## config.mk

```make
export PLATFORM = sky130hd
export DESIGN_NAME = pool_readout_ctrl
export DESIGN_NICKNAME = d
export VERILOG_FILES = /design/src/rtl/pool_readout_ctrl_pkg.sv /design/src/rtl/pool_readout_ctrl.sv
export SDC_FILE = /design/constraint.sdc
export NUM_CORES = 1
export LEC_CHECK = 0
export ABC_AREA = 1
export BUFFER_PORTS_ARGS = -buffer_cell sky130_fd_sc_hd__buf_2
export CAP_MARGIN = 15
export CORE_MARGIN = 2
export CORE_UTILIZATION = 47
export CTS_CLUSTER_SIZE = 16
export DETAILED_ROUTE_END_ITERATION = 12
export PLACE_DENSITY = 0.8
export SYNTH_ARGS = -nofsm -noshare
export SYNTH_HDL_FRONTEND = slang
export SYNTH_SLANG_ARGS = --single-unit
```

## constraint.sdc

```tcl
create_clock -name clock -period 1.8 [get_ports clock]
set_input_delay 0.18 -clock clock [delete_from_list [all_inputs] [get_ports clock]]
set_output_delay 0.18 -clock clock [all_outputs]
set_load 0.005 [all_outputs]
```

## src/rtl/pool_readout_ctrl_pkg.sv

```systemverilog
// Shared definitions for the pooled-activation readout path: default geometry,
// pooling-mode encodings, readout FSM states and the drain word-count helper.
package sys_defs;

    localparam int unsigned OUTPUT_HEIGHT   = 4;
    localparam int unsigned OUTPUT_WIDTH    = 8;
    localparam int unsigned OUTPUT_SRAM_LEN = 4;
    localparam int unsigned DEF_BIN_LEN     = 8;
    localparam int unsigned DEF_ADDR_W      = 16;

    localparam logic [1:0] POOL_NONE = 2'd0;
    localparam logic [1:0] POOL_MAX  = 2'd1;

    typedef enum logic [2:0] {
        ST_IDLE  = 3'd0,
        ST_READ  = 3'd1,
        ST_LATCH = 3'd2,
        ST_WRITE = 3'd3,
        ST_DONE  = 3'd4
    } pool_rd_state_t;

    // Number of SRAM words needed to drain an h x w array, len elements per word.
    function automatic int unsigned pool_word_count(input int unsigned h,
                                                    input int unsigned w,
                                                    input int unsigned len);
        return (h * w) / len;
    endfunction

endpackage

```

## src/rtl/pool_readout_ctrl.sv

```systemverilog
// Drains the pooled activation array into the output SRAM: one read, one capture
// and one valid/ready write per (row, column-group), at consecutive addresses.
module pool_readout_ctrl
    import sys_defs::*;
#(
    parameter int unsigned OUT_H    = OUTPUT_HEIGHT,
    parameter int unsigned OUT_W    = OUTPUT_WIDTH,
    parameter int unsigned SRAM_LEN = OUTPUT_SRAM_LEN,
    parameter int unsigned BIN_LEN  = DEF_BIN_LEN,
    parameter int unsigned ADDR_W   = DEF_ADDR_W,
    localparam int unsigned RW = (OUT_H > 1) ? $clog2(OUT_H) : 1,
    localparam int unsigned CW = (OUT_W > 1) ? $clog2(OUT_W) : 1,
    localparam int unsigned DW = BIN_LEN * SRAM_LEN
)(
    input  logic              clock,
    input  logic              reset,
    input  logic              start_i,
    input  logic [1:0]        cfg_pool_type_i,
    input  logic [2:0]        cfg_pool_stride_i,
    input  logic [2:0]        cfg_pool_kernel_i,
    input  logic [ADDR_W-1:0] cfg_base_addr_i,
    output logic              busy_o,
    output logic              done_o,
    output logic [1:0]        pool_type_o,
    output logic [2:0]        pool_stride_o,
    output logic [2:0]        pool_kernel_o,
    output logic              pa_r_en_o,
    output logic [RW-1:0]     pa_r_o,
    output logic [CW-1:0]     pa_c_o,
    input  logic [DW-1:0]     pa_data_i,
    output logic              wr_valid_o,
    input  logic              wr_ready_i,
    output logic [ADDR_W-1:0] wr_addr_o,
    output logic [DW-1:0]     wr_data_o
);

    localparam logic [RW-1:0] LAST_ROW = RW'(OUT_H - 1);
    localparam logic [CW-1:0] LAST_COL = CW'(OUT_W - SRAM_LEN);
    localparam logic [CW-1:0] COL_STEP = CW'(SRAM_LEN);
    localparam logic [RW-1:0] ROW_ONE  = RW'(1);
    localparam logic [ADDR_W-1:0] ADDR_ONE = ADDR_W'(1);

    pool_rd_state_t    state_q, state_d;
    logic [RW-1:0]     row_q, row_d;
    logic [CW-1:0]     col_q, col_d;
    logic [ADDR_W-1:0] addr_q, addr_d;
    logic [DW-1:0]     data_q, data_d;
    logic [1:0]        type_q, type_d;
    logic [2:0]        stride_q, stride_d;
    logic [2:0]        kernel_q, kernel_d;

    logic last_col;
    logic last_word;

    assign last_col  = (col_q == LAST_COL);
    assign last_word = last_col && (row_q == LAST_ROW);

    always_ff @(posedge clock) begin
        if (reset) begin
            state_q  <= ST_IDLE;
            row_q    <= '0;
            col_q    <= '0;
            addr_q   <= '0;
            data_q   <= '0;
            type_q   <= '0;
            stride_q <= '0;
            kernel_q <= '0;
        end else begin
            state_q  <= state_d;
            row_q    <= row_d;
            col_q    <= col_d;
            addr_q   <= addr_d;
            data_q   <= data_d;
            type_q   <= type_d;
            stride_q <= stride_d;
            kernel_q <= kernel_d;
        end
    end

    always_comb begin
        state_d    = state_q;
        row_d      = row_q;
        col_d      = col_q;
        addr_d     = addr_q;
        data_d     = data_q;
        type_d     = type_q;
        stride_d   = stride_q;
        kernel_d   = kernel_q;
        pa_r_en_o  = 1'b0;
        wr_valid_o = 1'b0;
        done_o     = 1'b0;

        case (state_q)
            ST_IDLE: begin
                if (start_i) begin
                    type_d   = cfg_pool_type_i;
                    stride_d = cfg_pool_stride_i;
                    kernel_d = cfg_pool_kernel_i;
                    addr_d   = cfg_base_addr_i;
                    row_d    = '0;
                    col_d    = '0;
                    state_d  = ST_READ;
                end
            end
            ST_READ: begin
                pa_r_en_o = 1'b1;
                state_d   = ST_LATCH;
            end
            // Pool array data is registered, so it is valid in the cycle after the read.
            ST_LATCH: begin
                data_d  = pa_data_i;
                state_d = ST_WRITE;
            end
            ST_WRITE: begin
                wr_valid_o = 1'b1;
                if (wr_ready_i) begin
                    addr_d = addr_q + ADDR_ONE;
                    if (last_word) begin
                        state_d = ST_DONE;
                    end else begin
                        state_d = ST_READ;
                        if (last_col) begin
                            col_d = '0;
                            row_d = row_q + ROW_ONE;
                        end else begin
                            col_d = col_q + COL_STEP;
                        end
                    end
                end
            end
            ST_DONE: begin
                done_o  = 1'b1;
                state_d = ST_IDLE;
            end
            default: state_d = ST_IDLE;
        endcase
    end

    assign busy_o        = (state_q != ST_IDLE);
    assign pool_type_o   = type_q;
    assign pool_stride_o = stride_q;
    assign pool_kernel_o = kernel_q;
    assign pa_r_o        = row_q;
    assign pa_c_o        = col_q;
    assign wr_addr_o     = addr_q;
    assign wr_data_o     = data_q;

endmodule

```

==> results.py <==
metrics = {
    "global_route": {
        "grtUsageTotal_pct": 22.7,
        "grtUsageMet2_pct": 38.5,
        "met1_usage_pct": 26.2,
        "grt_max_degree": 41,
        "busiest_layer": "met2",
        "grt_pass1_vias": 2712,
        "grt_overflow_total": 0,
        "grt_pass1_wl_um": 11700,
        "use_met3_pct": 7.78,
        "antenna_found_initial": 0,
    },
    "critical_path": {
        "worstPathMaxFanout": 15,
        "cp-start-kind": "flip-flop",
        "r2r_start": "state_q[1]$_SDFFE_PP0P_",
        "arrival_ns": 1.82,
        "worstSetupPathType": "flip-flop to flip-flop",
        "worstPathRequired_ns": 2.07,
        "r2r_slack_ns": 0.25,
        "crit_path_end_kind": "flip-flop",
        "r2r_end": "pa_r_o[1]$_SDFFE_PP0P_",
        "r2r_cells": 8,
    },
    "finish": {
        "seqCellArea_um2": 1240,
        "drive_above_1_share_pct": 28.7,
        "multi_input_area_um2": 1340,
        "antenna_cells_inserted": 0,
        "final_nets": 597,
        "fillers": 549,
        "area_growth_pct": 30.7,
    },
    "logic_synthesis": {
        "synth_area_um2": 2800,
        "synth_top_area_cell": "dfxtp_1",
        "yosys_warnings": 0,
        "synth_flop_cell": "dfxtp_1",
        "yosys_register_bits": 62,
        "syn_inst": 414,
        "yosysUniqueCellTypes": 29,
        "synth_edf_count": 0,
        "synthTopCellsByCount": "101 x nor2_1, 77 x nand2_1, 62 x dfxtp_1",
        "yosys.area.top_type_share_pct": 44.3,
        "synthesis.area_per_instance_um2": 6.77,
        "async_reset_ff_share_pct": 0,
        "ys_seq_area_share_pct": 44.3,
        "post-synth-top-count-cell": "nor2_1",
        "synth_area_leaders": "dfxtp_1 44%, nor2_1 14%, nand2_1 10%, o21ai_0 8.7%, a21oi_1 4.6%",
    },
    "clocking": {
        "cts.sinks": 62,
        "cts_setup_buffers": 0,
        "cts_made_buffers": 9,
        "htree_num_levels": 3,
        "cts_tree": "yes",
        "clk_pin_slew_ns": 0.07,
        "holdBufCountCts": 0,
        "clockBufferDepth": 2,
        "clock-root-buffer": "clkbuf_8",
        "ctsResizeCount": 0,
        "clk_latency_ns": 0.34,
    },
    "floorplan": {
        "ios": 125,
        "die_w_um": 81.2,
        "coreArea_um2": 5850,
        "design.die.area_um2": 6600,
        "die_h_um": 81.2,
        "rows": 28,
        "start_util_pct": 47.9,
    },
    "placement": {
        "dp_hpwl_um": 5230,
        "place.gp.congestion": 0.892,
        "port-buffer-count": 122,
    },
    "sta": {
        "rsz0062_at_grt": "no",
        "timing.hold.ws_ns": 0.0727,
        "tns_ns": 0,
        "fin_crit_sh_pct": 85.9,
        "min_period_ns": 1.55,
        "finalHoldViolations": 0,
        "setup_violations": 0,
        "final-max-slew-violation-count": 0,
        "fmax_mhz": 646,
        "clock_skew_ns": 0.0112,
    },
    "route": {
        "num_vias": 2997,
        "via_per_inst": 4.87,
        "drc_errors": 0,
        "ant_nets": 0,
        "wl_um": 7230,
        "wl_per_cell_um": 11.7,
        "dr.first_iter.drc_count": 170,
        "first_pass_iters": 4,
    },
    "worst_hold_path": {
        "min_path_cells": 3,
        "hp-start": "pa_data_i[23]",
        "hold_path_class": "primary input to flip-flop",
        "worstHoldEndpoint": "wr_data_o[23]$_SDFFE_PP0P_",
    },
    "power_and_ir_drop": {
        "power.leakage_nw": 1.78,
        "ir_drop_mv": 0.664,
        "p_per_area_nw_per_um2": 1010,
    },
    "status": {
        "status": "complete, no violations",
    },
    "run": {
        "cap_viol_max_count": 0,
    },
}
## critical path, cell delays in order, from the launching register on
cell      delay, ns
dfxtp_1        0.43
inv_1          0.12
nand3b_1       0.18
nand3_2        0.20
inv_2          0.24
nand2_1        0.11
nand2_1        0.07
nand2_1        0.04
nor2_1         0.08
## how the worst max path moves through the flow
stage / start / endpoint / cells past startpoint
after floorplan: state_q[2]$_SDFFE_PP0P_ / wr_addr_o[10]$_SDFFE_PP0P_ / 8
after global placement: state_q[2]$_SDFFE_PP0P_ / wr_addr_o[2]$_SDFFE_PP0P_ / 8
after detailed placement: state_q[0]$_SDFFE_PP0P_ / wr_addr_o[14]$_SDFFE_PP0P_ / 7
after CTS: state_q[0]$_SDFFE_PP0P_ / wr_addr_o[14]$_SDFFE_PP0P_ / 7
after global routing: wr_addr_o[1]$_SDFFE_PP0P_ / wr_addr_o[14]$_SDFFE_PP0P_ / 8
final: state_q[1]$_SDFFE_PP0P_ / pa_r_o[1]$_SDFFE_PP0P_ / 8
## per-stage QoR
step	worst slack [ns]	instances	power (mW)	util, %	instance area [um^2]
after global placement	0.318	599	2.56	59.5	3480
after CTS	0.259	615	3.72	62.6	3660
final	0.253	615	3.71	62.6	3660
after detailed placement	0.285	599	2.60	59.5	3480
after floorplan	0.483	415	2.24	-	2810
after global routing	0.0807	615	3.94	62.6	3660
## layout by cell type (no fill, tap or decap), drive strengths merged, types with 2 or more instances in the layout
master	instances
buf	130
nor2	103
nand2	77
dfxtp	62
o21ai	51
inv	33
a21oi	26
nand3	20
clkbuf	11
a31oi	3
or2	3
clkinv	3
nand3b	2
nand4	2
o22ai	2
o31ai	2
ha	2
conb	2
clkinvlp	2
## power by group
| part | total [mW] | switching, mW | internal, mW |
|---|---|---|---|
| registers | 1.70 | 0.147 | 1.56 |
| clock network | 1.13 | 0.558 | 0.571 |
| logic | 0.872 | 0.490 | 0.382 |
## sequential cells by signal, summed over array words and instances, names as in the netlist
register       flops
wr_addr_o         16
state_q            3
pa_r_o             2
pool_type_o        2
pool_kernel_o      3
pool_stride_o      3
pa_c_o             1
wr_data_o         32
## final cells by class
cell class	instances	area share, %
multi-input combinational	299	36.5
sequential	62	33.9
timing repair buffer	130	18.6
clock buffer	11	4.13
inverter	33	3.38
tap	75	2.56
clock inverter	5	0.922
## metal layers
metal	vias up	wire length, um
met5	-	0
met4	0	115
met3	9	559
met2	104	3450
met1	1321	3100
li1	1563	-
## cells by family (layout without fill, tap and decap cells)
group | after synthesis | after routing | synth area share (%)
AND/OR/NAND/NOR | 209 | 209 | 30.5
AO/OA/AOI/OAI | 84 | 84 | 15.4
flip-flops | 62 | 62 | 44.3
buffers and inverters | 54 | 179 | 8.17
adder cells (fa/ha/maj) | 2 | 2 | 0.892
XOR/XNOR | 2 | 2 | 0.625
other | 1 | 2 | 0.134
Note: power is estimated with default switching activity, not from simulation.
